## src/rtl/mdio_master_param.sv

```systemverilog
// mdio_master_param
// Clause 22 MDIO management master with configurable MDC divider and
// preamble length. Handles write and read frames. On reads it releases the
// pad during turnaround and flags a turnaround error when the PHY fails to
// pull the second TA bit low.
module mdio_master_param #(
    parameter int DIV_HALF = 1,   // clk cycles per MDC half-period (>=1)
    parameter int PRE_LEN  = 32   // preamble bits before ST (0..32)
) (
    input  logic        clk,
    input  logic        reset,
    input  logic        activado,
    input  logic        mdio_start,
    input  logic [31:0] t_data,
    input  logic        mdio_in,
    output logic        mdc,
    output logic        mdio_out,
    output logic        mdio_oe,
    output logic        busy,
    output logic        mdio_done,
    output logic        rd_valid,
    output logic [15:0] rd_data,
    output logic        err
);

    // Phase counter covers one full bit period (2*DIV_HALF cycles).
    localparam int            PW       = $clog2(2 * DIV_HALF);
    localparam logic [PW-1:0] PH_RISE  = PW'(DIV_HALF - 1);
    localparam logic [PW-1:0] PH_LAST  = PW'(2 * DIV_HALF - 1);
    localparam logic [5:0]    PRE_LAST = (PRE_LEN > 0) ? 6'(PRE_LEN - 1) : 6'd0;

    typedef enum logic [2:0] {
        IDLE,
        PRE,
        HDR,
        TA,
        DATA,
        DONE
    } state_t;

    state_t         state_reg;
    logic [31:0]    frame_reg;      // frame latched at start
    logic [PW-1:0]  phase_reg;      // position inside the current bit
    logic [5:0]     bit_reg;        // bit index inside the current state
    logic [15:0]    shift_reg;      // read data being assembled
    logic           ta_err_reg;     // second TA bit sampled high on a read
    logic           op_err_reg;     // invalid OP waiting for its done pulse

    // Next bit position and the pad value that bit needs.
    state_t         step_state;
    logic [5:0]     step_bit;
    logic [31:0]    frame_src;
    logic           src_read;
    logic           frame_read;
    logic           start_valid;
    logic           drv_out;
    logic           drv_oe;

    // In IDLE the first bit is launched from t_data directly, since the
    // frame register is loaded on the same edge.
    assign frame_src   = (state_reg == IDLE) ? t_data : frame_reg;
    assign src_read    = (frame_src[29:28] == 2'b10);
    assign frame_read  = (frame_reg[29:28] == 2'b10);
    assign start_valid = (t_data[29:28] == 2'b01) || (t_data[29:28] == 2'b10);

    // Advance the (state, bit) position to the following bit of the frame.
    always_comb begin
        step_state = state_reg;
        step_bit   = bit_reg + 6'd1;
        case (state_reg)
            IDLE: begin
                step_state = (PRE_LEN == 0) ? HDR : PRE;
                step_bit   = 6'd0;
            end
            PRE: begin
                if (bit_reg == PRE_LAST) begin
                    step_state = HDR;
                    step_bit   = 6'd0;
                end
            end
            HDR: begin
                if (bit_reg == 6'd13) begin
                    step_state = TA;
                    step_bit   = 6'd0;
                end
            end
            TA: begin
                if (bit_reg == 6'd1) begin
                    step_state = DATA;
                    step_bit   = 6'd0;
                end
            end
            DATA: begin
                if (bit_reg == 6'd15) begin
                    step_state = DONE;
                    step_bit   = 6'd0;
                end
            end
            default: begin
                step_state = IDLE;
                step_bit   = 6'd0;
            end
        endcase
    end

    // Pad value for the upcoming bit; reads release the pad from TA onward.
    always_comb begin
        drv_out = 1'b0;
        drv_oe  = 1'b0;
        case (step_state)
            PRE: begin
                drv_out = 1'b1;
                drv_oe  = 1'b1;
            end
            HDR: begin
                drv_out = frame_src[5'd31 - step_bit[4:0]];
                drv_oe  = 1'b1;
            end
            TA: begin
                if (!src_read) begin
                    drv_out = frame_src[5'd17 - step_bit[4:0]];
                    drv_oe  = 1'b1;
                end
            end
            DATA: begin
                if (!src_read) begin
                    drv_out = frame_src[5'd15 - step_bit[4:0]];
                    drv_oe  = 1'b1;
                end
            end
            default: begin
                drv_out = 1'b0;
                drv_oe  = 1'b0;
            end
        endcase
    end

    // Frame sequencer with registered pad, clock and status outputs.
    always_ff @(posedge clk or posedge reset) begin
        if (reset) begin
            state_reg  <= IDLE;
            frame_reg  <= 32'h0;
            phase_reg  <= '0;
            bit_reg    <= 6'd0;
            shift_reg  <= 16'h0;
            ta_err_reg <= 1'b0;
            op_err_reg <= 1'b0;
            mdc        <= 1'b0;
            mdio_out   <= 1'b0;
            mdio_oe    <= 1'b0;
            busy       <= 1'b0;
            mdio_done  <= 1'b0;
            rd_valid   <= 1'b0;
            rd_data    <= 16'h0;
            err        <= 1'b0;
        end else if (!activado) begin
            // Disabling abandons the frame silently; rd_data is kept.
            state_reg  <= IDLE;
            phase_reg  <= '0;
            bit_reg    <= 6'd0;
            op_err_reg <= 1'b0;
            mdc        <= 1'b0;
            mdio_out   <= 1'b0;
            mdio_oe    <= 1'b0;
            busy       <= 1'b0;
            mdio_done  <= 1'b0;
            rd_valid   <= 1'b0;
            err        <= 1'b0;
        end else begin
            case (state_reg)
                IDLE: begin
                    mdio_done <= 1'b0;
                    rd_valid  <= 1'b0;
                    err       <= 1'b0;
                    if (mdio_start) begin
                        frame_reg  <= t_data;
                        busy       <= 1'b1;
                        phase_reg  <= '0;
                        shift_reg  <= 16'h0;
                        ta_err_reg <= 1'b0;
                        mdc        <= 1'b0;
                        if (start_valid) begin
                            state_reg <= step_state;
                            bit_reg   <= step_bit;
                            mdio_out  <= drv_out;
                            mdio_oe   <= drv_oe;
                        end else begin
                            // Bad OP: no bus activity, just report it.
                            state_reg  <= DONE;
                            op_err_reg <= 1'b1;
                        end
                    end
                end
                PRE, HDR, TA, DATA: begin
                    if (phase_reg == PH_RISE) begin
                        mdc <= 1'b1;
                        if (state_reg == TA && bit_reg == 6'd1 && frame_read && mdio_in)
                            ta_err_reg <= 1'b1;
                        if (state_reg == DATA && frame_read)
                            shift_reg <= {shift_reg[14:0], mdio_in};
                    end
                    if (phase_reg == PH_LAST) begin
                        phase_reg <= '0;
                        mdc       <= 1'b0;
                        if (step_state == DONE) begin
                            state_reg <= DONE;
                            bit_reg   <= 6'd0;
                            mdio_out  <= 1'b0;
                            mdio_oe   <= 1'b0;
                            busy      <= 1'b0;
                            mdio_done <= 1'b1;
                            if (frame_read) begin
                                if (ta_err_reg) begin
                                    err <= 1'b1;
                                end else begin
                                    rd_valid <= 1'b1;
                                    rd_data  <= shift_reg;
                                end
                            end
                        end else begin
                            state_reg <= step_state;
                            bit_reg   <= step_bit;
                            mdio_out  <= drv_out;
                            mdio_oe   <= drv_oe;
                        end
                    end else begin
                        phase_reg <= phase_reg + 1'b1;
                    end
                end
                DONE: begin
                    mdc      <= 1'b0;
                    mdio_out <= 1'b0;
                    mdio_oe  <= 1'b0;
                    if (op_err_reg) begin
                        // Invalid OP: the done/err pulse follows one cycle later.
                        op_err_reg <= 1'b0;
                        busy       <= 1'b0;
                        mdio_done  <= 1'b1;
                        err        <= 1'b1;
                    end else begin
                        mdio_done <= 1'b0;
                        rd_valid  <= 1'b0;
                        err       <= 1'b0;
                        state_reg <= IDLE;
                    end
                end
                default: begin
                    state_reg <= IDLE;
                end
            endcase
        end
    end

endmodule

```

## config.mk

```make
export PLATFORM = sky130hd
export DESIGN_NAME = mdio_master_param
export DESIGN_NICKNAME = d
export VERILOG_FILES = /design/src/rtl/mdio_master_param.sv
export SDC_FILE = /design/constraint.sdc
export NUM_CORES = 1
export LEC_CHECK = 0
export ABC_AREA = 1
export CAP_MARGIN = 20
export CORE_AREA = 3 3 133 135
export DETAILED_ROUTE_END_ITERATION = 6
export DIE_AREA = 0 0 136 138
export GPL_TIMING_DRIVEN = 1
export HOLD_SLACK_MARGIN = 0.12
export PLACE_DENSITY = 0.52
export SLEW_MARGIN = 20
export SYNTH_ARGS = -nofsm -noshare
export SYNTH_HDL_FRONTEND = slang
export SYNTH_SLANG_ARGS = --single-unit
```

## constraint.sdc

```tcl
create_clock -name clk -period 4.8 [get_ports clk]
set_input_delay 0.72 -clock clk [delete_from_list [all_inputs] [get_ports clk]]
set_output_delay 0.72 -clock clk [all_outputs]
set_load 0.03 [all_outputs]
```

==> Word level (Yosys, flattened, before mapping) <==
Index checks and enable logic that the tools add are counted.
{ "op_classes": {"reduce_logical": 24, "magnitude_cmp": 3, "bitwise": 1, "addsub": 5, "n_mux": 89, "n_eq_ne": 35} }
{ "op_table": {"columns": ["operator", "n"], "rows": [
  ["two-way mux 6 bit", 9],
  ["two-way mux 16 bit", 3],
  ["two-way mux 1 bit", 46],
  ["two-way mux 32 bit", 1],
  ["one-hot mux 16 bit (2 select lines)", 1],
  ["two-way mux 3 bit", 10],
  ["!= test 3 bit, second input constant", 10],
  ["one-hot mux 6 bit (4 select lines)", 1],
  ["one-hot mux 1 bit (3 select lines)", 7],
  ["AND reduction 5 bit", 4],
  ["less-than comparator 5 x 6 -> 1 bit, second input constant", 3],
  ["binary-select mux 1 bit (select 5 bit)", 3],
  ["one-hot mux 3 bit (5 select lines)", 1],
  ["equality test 3 x 2 -> 1 bit, second input constant", 4],
  ["equality test 3 bit, second input constant", 4],
  ["equality test 6 x 4 -> 1 bit, second input constant", 2],
  ["one-hot mux 6 bit (2 select lines)", 1],
  ["AND reduction 3 bit", 4],
  ["AND reduction 6 bit", 2],
  ["subtractor 5 bit, first input constant", 2],
  ["one-hot mux 3 bit (3 select lines)", 1],
  ["!= test 2 bit, second input constant", 4],
  ["one-hot mux 1 bit (2 select lines)", 4],
  ["AND reduction 4 bit", 2],
  ["19 further kinds", 28]
]} }
{ "word_totals": {"out_inout_bits": 23, "elab_cells": 172, "ff_bits": 83, "input_bits": 37} }

==> Depth between registers and ports, before layout <==
{ "depth": {"depth_word": 12, "mapped_depth": 22} }

==> Worst setup path after synthesis <==
OpenSTA, ideal clock, no wires.
{ "synth_path": {"path_kind": "reg-to-reg", "from": "register state_reg[2]", "to": "register mdio_out", "period_less_slack_ps": 2387, "path_buffers": 0, "required_time_ps": 4683, "t_arrival_ps": 2271, "slack_ps": 2413, "stages_incl_launch_ff": 20, "setup_ps": 117, "cell_sequence": "dfrtp_1 > inv_4 > nand2_4 > inv_2 > nand2_1 > nor2_1 > nor2_2 > a31oi_4 > inv_2 > ha_1 > inv_1 > nand3_1 > nand3_1 > nand3_1 > nand3_1 > nand2_1 > nand2_1 > nand2_1 > nand2_1 > nand2_1"} }
{ "synth_between": {"elab_chain_cells": 11} }
{ "synth_rtl": {"columns": ["element", "line", "text"], "rows": [
  ["start: declaration", "41", "state_t state_reg;"],
  ["start signal: assignment", "183", "state_reg <= step_state;"],
  ["start signal: assignment", "221", "state_reg <= step_state;"],
  ["equality test 3 bit (tied with other cells)", "70, 170", null],
  ["one-hot mux 6 bit (4 select lines)", "70", "case (state_reg)"],
  ["subtractor 4 x 5 -> 5 bit or subtractor 5 bit (tied branches)", "127, 121", null],
  ["binary-select mux 1 bit (select 5 bit), on equally long branches", "127, 121", null],
  ["two-way mux 1 bit, on equally long branches", "127, 121", null],
  ["two-way mux 1 bit, on equally long branches", "126, 120", null],
  ["one-hot mux 1 bit (4 select lines)", "110", "case (step_state)"],
  ["two-way mux 1 bit, on equally long branches", "205, 182", null],
  ["two-way mux 1 bit, on equally long branches", "202, 175", null],
  ["one-hot mux 1 bit (3 select lines)", "170", "case (state_reg)"],
  ["two-way mux 1 bit", "156", "end else if (!activado) begin"],
  ["end signal: assignment", "185", "mdio_out <= drv_out;"],
  ["end signal: assignment", "223", "mdio_out <= drv_out;"],
  ["end: declaration", "17", "output logic mdio_out,"]
]} }
Parallel ways exist; a longest one is shown, timed or not. The select of a mux whose other input is x is not followed.
A chain may end at the register's enable or synchronous reset.

==> Worst setup path after layout <==
{ "layout_path": {"from": "register state_reg[0]", "to": "register frame_reg[5]"} }
{ "layout_between": {"elab_chain_cells": 2} }
{ "layout_rtl": {"columns": ["element", "line", "text"], "rows": [
  ["zero test 3 bit", "170", null],
  ["AND reduction 3 bit (no source line)", null, null],
  ["end signal: assignment", "176", "frame_reg <= t_data;"],
  ["end: declaration", "42", "logic [31:0] frame_reg;"]
]} }
No other way between the ends.

==> flow_results.xml <==
<?xml version="1.0" encoding="UTF-8"?>
<metrics>
  <group name="yosys">
    <metric name="syn_nets" unit="">700</metric>
    <metric name="count_of_flip_flops_with_a_built_in_enable_after_synthesis" unit="">0</metric>
    <metric name="synth_cells" unit="">660</metric>
    <metric name="synth_seq_area_share" unit="">0.416</metric>
    <metric name="synth_top_cell_by_area" unit="">sky130_fd_sc_hd__dfrtp_1</metric>
    <metric name="synth_top_cells_by_area" unit="">sky130_fd_sc_hd__dfrtp_1, sky130_fd_sc_hd__nand2_1, sky130_fd_sc_hd__nand3_1</metric>
    <metric name="main_combinational_cell_family_by_area_after_synthesis" unit="">simple AND/OR/NAND/NOR gates</metric>
    <metric name="post_synth_fa_ha_maj_area_fraction" unit="">0.00752</metric>
    <metric name="postSynthAreaPerCell" unit="um^2">7.56</metric>
    <metric name="synth_top_area_share" unit="">0.416</metric>
    <metric name="synth_compound_area_frac" unit="">0.167</metric>
    <metric name="synthDistinctLibCells" unit="">40</metric>
    <metric name="synth_simple_gate_area_share" unit="">0.291</metric>
    <metric name="yosys-mux-area-fraction" unit="">0</metric>
    <metric name="post_synth_xor_area_fraction" unit="">0.00702</metric>
    <metric name="cell_area_after_technology_mapping" unit="um^2">4990</metric>
    <metric name="postSynth.topFlopCell" unit="">sky130_fd_sc_hd__dfrtp_1</metric>
    <metric name="ys_async_sr_fraction" unit="">1.00</metric>
    <metric name="synth_warnings" unit="">0</metric>
    <metric name="synth.ff_latch_count" unit="">83</metric>
  </group>
  <group name="floorplan">
    <metric name="chipHeight" unit="um">138</metric>
    <metric name="io_pins" unit="">60</metric>
    <metric name="core.rowCount" unit="">47</metric>
    <metric name="die-area" unit="um^2">18800</metric>
    <metric name="die_width" unit="um">136</metric>
    <metric name="placeableCoreArea" unit="um^2">16600</metric>
    <metric name="initial_core_util" unit="">0.301</metric>
  </group>
  <group name="global_routing">
    <metric name="globalRoute.totalOverflow" unit="">0</metric>
    <metric name="gr-usage-all-layers" unit="">0.140</metric>
    <metric name="wire_length_of_the_first_global_routing_pass" unit="mm">21.6</metric>
    <metric name="first_global_vias" unit="">4440</metric>
    <metric name="grt_antenna_before_repair" unit="">0</metric>
    <metric name="grt_max_degree" unit="">62</metric>
  </group>
  <group name="timing">
    <metric name="skew" unit="ns">0.00721</metric>
    <metric name="timing_hold_violations_final" unit="">0</metric>
    <metric name="hold_slack" unit="ns">0.474</metric>
    <metric name="layout_worst_path_cycle_share" unit="">0.635</metric>
    <metric name="finalSetupTns" unit="ns">0</metric>
    <metric name="tightestPinTransition" unit="ns">0.938</metric>
    <metric name="grt_setup_unrepaired" unit="">no</metric>
    <metric name="timing.final.crit_period" unit="ns">3.05</metric>
    <metric name="finalSetupViolCount" unit="">0</metric>
    <metric name="timing.max_slew.rel_slack" unit="">0.370</metric>
    <metric name="finalMaxSlewViolations" unit="">0</metric>
    <metric name="fmax" unit="GHz">0.328</metric>
  </group>
  <group name="routing">
    <metric name="initialDrtViolationCount" unit="">365</metric>
    <metric name="final_antenna_net_count" unit="">0</metric>
    <metric name="wl_per_cell" unit="um">13.4</metric>
    <metric name="residual_drc" unit="">0</metric>
    <metric name="drt-vias-per-instance" unit="">4.74</metric>
    <metric name="wirelength" unit="mm">12.5</metric>
    <metric name="detail_route.first_pass.iterations" unit="">7</metric>
    <metric name="vias" unit="">4424</metric>
  </group>
  <group name="cts">
    <metric name="post_cts_hold_buffer_count" unit="">0</metric>
    <metric name="clkSinkCount" unit="">83</metric>
    <metric name="path_clk_slew" unit="ns">0.07</metric>
    <metric name="post-cts-setup-buffers" unit="">0</metric>
    <metric name="cts.root.buffer_cell" unit="">sky130_fd_sc_hd__clkbuf_16</metric>
    <metric name="cts-buffers-inserted" unit="">9</metric>
    <metric name="htreeDepth" unit="">3</metric>
    <metric name="clk-insertion-delay-late" unit="ns">0.35</metric>
    <metric name="cts_tree" unit="">built</metric>
    <metric name="cts-resized-gates" unit="">0</metric>
    <metric name="cts-root-to-sink-buffers" unit="">2</metric>
  </group>
  <group name="final_layout">
    <metric name="post_layout_nonfiller_instances" unit="">933</metric>
    <metric name="area.growth.synth_to_final" unit="%">20.5</metric>
    <metric name="drive_above_1_share" unit="">0.126</metric>
    <metric name="largest_register_ffs" unit="">32</metric>
    <metric name="count_of_inserted_antenna_diode_cells" unit="">0</metric>
    <metric name="num-nets-final" unit="">748</metric>
  </group>
  <group name="place">
    <metric name="place_congestion" unit="">0.913</metric>
    <metric name="i_o_buffers" unit="">59</metric>
    <metric name="dp.cells" unit="">916</metric>
    <metric name="dp_hpwl" unit="mm">9.04</metric>
  </group>
  <group name="power">
    <metric name="cellPowerDensity" unit="nW/um^2">594</metric>
    <metric name="peakVddDrop" unit="mV">0.208</metric>
    <metric name="power.sequential.fraction" unit="">0.281</metric>
    <metric name="fraction_of_power_consumed_by_the_clock_network" unit="">0.189</metric>
    <metric name="total_switching_power" unit="mW">1.70</metric>
    <metric name="p_leak" unit="nW">2.74</metric>
    <metric name="pwr-share-comb" unit="">0.530</metric>
    <metric name="swShare" unit="">0.475</metric>
    <metric name="power.internal" unit="mW">1.88</metric>
  </group>
  <group name="setup_path">
    <metric name="cp-end-kind" unit="">flop</metric>
    <metric name="cell_depth_of_the_worst_flop_to_flop_path" unit="">14</metric>
    <metric name="max_stage_delay" unit="ns">0.60</metric>
    <metric name="path_delay_family" unit="">buffers and inverters</metric>
    <metric name="critical_path.startpoint_type" unit="">flop</metric>
    <metric name="critical_path_depth" unit="">14</metric>
    <metric name="crit_path_cell_trace" unit="">inv_2 &gt; nand2_2 &gt; nor2_4 &gt; nor3_4 &gt; inv_2 &gt; nand2_1 &gt; o21ai_2 &gt; a211oi_2 &gt; nand2_1 &gt; nor2_4 &gt; inv_2 &gt; buf_4 &gt; nand2_1 &gt; o21ai_2</metric>
    <metric name="timing.critical_path.slowest_stage_cell" unit="">sky130_fd_sc_hd__inv_2</metric>
    <metric name="crit_type" unit="">reg -&gt; reg</metric>
    <metric name="cp_data_arrival_time" unit="ns">3.31</metric>
    <metric name="critical_path_peak_fanout" unit="">40</metric>
    <metric name="crit_buf_inv" unit="">4</metric>
    <metric name="reg2reg_slack" unit="ns">1.75</metric>
    <metric name="timing.critical_path.required" unit="ns">5.07</metric>
  </group>
  <group name="status">
    <metric name="status" unit="">complete, no violations</metric>
  </group>
  <group name="hold_path">
    <metric name="min_delay_path_depth" unit="">2</metric>
    <metric name="hp-class" unit="">reg -&gt; reg</metric>
  </group>
  <group name="flow_run">
    <metric name="cap_violations" unit="">0</metric>
  </group>
</metrics>
logic make-up (layout without fill, tap and decap cells):
| group | after synthesis | in the layout |
|---|---|---|
| simple gates | 317 | 317 |
| flops | 83 | 83 |
| compound gates | 128 | 128 |
| fa+ha+maj | 3 | 3 |
| buf+inv | 125 | 178 |
| xor+xnor | 4 | 4 |
cell usage in the layout (no fill, tap or decap), types with 3 or more instances in the layout:
cell	count
sky130_fd_sc_hd__inv_2	13
sky130_fd_sc_hd__nor2_2	3
sky130_fd_sc_hd__o21ai_0	75
sky130_fd_sc_hd__ha_1	3
sky130_fd_sc_hd__clkbuf_16	9
sky130_fd_sc_hd__inv_1	82
sky130_fd_sc_hd__nand2_4	4
sky130_fd_sc_hd__nor3_1	8
sky130_fd_sc_hd__buf_4	4
sky130_fd_sc_hd__nor2_4	3
sky130_fd_sc_hd__nand3_1	106
sky130_fd_sc_hd__o21ai_2	31
sky130_fd_sc_hd__nand2_2	3
sky130_fd_sc_hd__nor2_1	31
sky130_fd_sc_hd__nand2_1	150
sky130_fd_sc_hd__dfrtp_1	83
sky130_fd_sc_hd__a21oi_1	9
sky130_fd_sc_hd__clkdlybuf4s50_1	59
worst min-delay path, cell delays in order (launching register included):
cell and delay, ns:
sky130_fd_sc_hd__dfrtp_1 0.34, sky130_fd_sc_hd__nand2_1 0.06, sky130_fd_sc_hd__o21ai_2 0.05
layer usage:
| metal | share of wire | vias up | track usage | wire (um) |
|---|---|---|---|---|
| li1 | - | 2254 | - | - |
| met4 | 0.019 | 0 | 0.0568 | 235 |
| met1 | 0.48 | 2063 | 0.194 | 6010 |
| met2 | 0.46 | 89 | 0.215 | 5780 |
| met3 | 0.039 | 18 | 0.0240 | 490 |
| met5 | 0 | - | 0 | 0 |
synth_stat cells (3+ instances only):
library cell,count
sky130_fd_sc_hd__nand2_2,3
sky130_fd_sc_hd__nor3_1,8
sky130_fd_sc_hd__nor2_2,3
sky130_fd_sc_hd__inv_2,13
sky130_fd_sc_hd__buf_6,9
sky130_fd_sc_hd__ha_1,3
sky130_fd_sc_hd__a21oi_1,9
sky130_fd_sc_hd__buf_2,5
sky130_fd_sc_hd__nand3_1,106
sky130_fd_sc_hd__clkbuf_1,11
sky130_fd_sc_hd__o21ai_0,75
sky130_fd_sc_hd__nand2_4,4
sky130_fd_sc_hd__nor2_4,3
sky130_fd_sc_hd__nand2_1,150
sky130_fd_sc_hd__o21ai_2,31
sky130_fd_sc_hd__dfrtp_1,83
sky130_fd_sc_hd__inv_1,83
sky130_fd_sc_hd__nor2_1,31
stage by stage:
step / utilization / instance area [um^2] / setup WS (ns) / power, mW
after detailed placement: 0.344 / 5710 / 1.56 / 2.90
after global routing: 0.363 / 6010 / 1.45 / 3.90
after floorplan: - / 4990 / 1.94 / 2.54
final: 0.363 / 6010 / 1.75 / 3.57
after global placement: 0.344 / 5710 / 1.69 / 2.88
after CTS: 0.361 / 5990 / 1.74 / 3.60
power groups by stage:
stage	clock [mW]	sequential, mW	combinational [mW]
6_report	0.675	1.00	1.89
5_1_grt	0.717	1.03	2.15
4_1_cts	0.698	1.00	1.89
3_5_place_dp	0	1.01	1.88
3_3_place_gp	0	1.01	1.86
2_1_floorplan	0	1.04	1.50
layout make-up:
type                       instances  area (um^2)
fill                            1738        10600
multi-input combinational        452         2360
sequential                        83         2080
timing repair buffer              64          641
inverter                          98          372
tap                              220          275
clock buffer                      10          239
clock inverter                     6         47.5
worst paths after layout:
check                                       endpoint                startpoint
max reg2reg                 frame_reg[5]$_DFFE_PP0P_  state_reg[0]$_DFFE_PP0P_
min                         frame_reg[3]$_DFFE_PP0P_  frame_reg[3]$_DFFE_PP0P_
max                         frame_reg[5]$_DFFE_PP0P_  state_reg[0]$_DFFE_PP0P_
min in group asynchronous  frame_reg[17]$_DFFE_PP0P_                     reset
min reg2reg                 frame_reg[3]$_DFFE_PP0P_  frame_reg[3]$_DFFE_PP0P_
max in group asynchronous  frame_reg[29]$_DFFE_PP0P_                     reset
No activity file was read; power rests on OpenSTA's default activity.
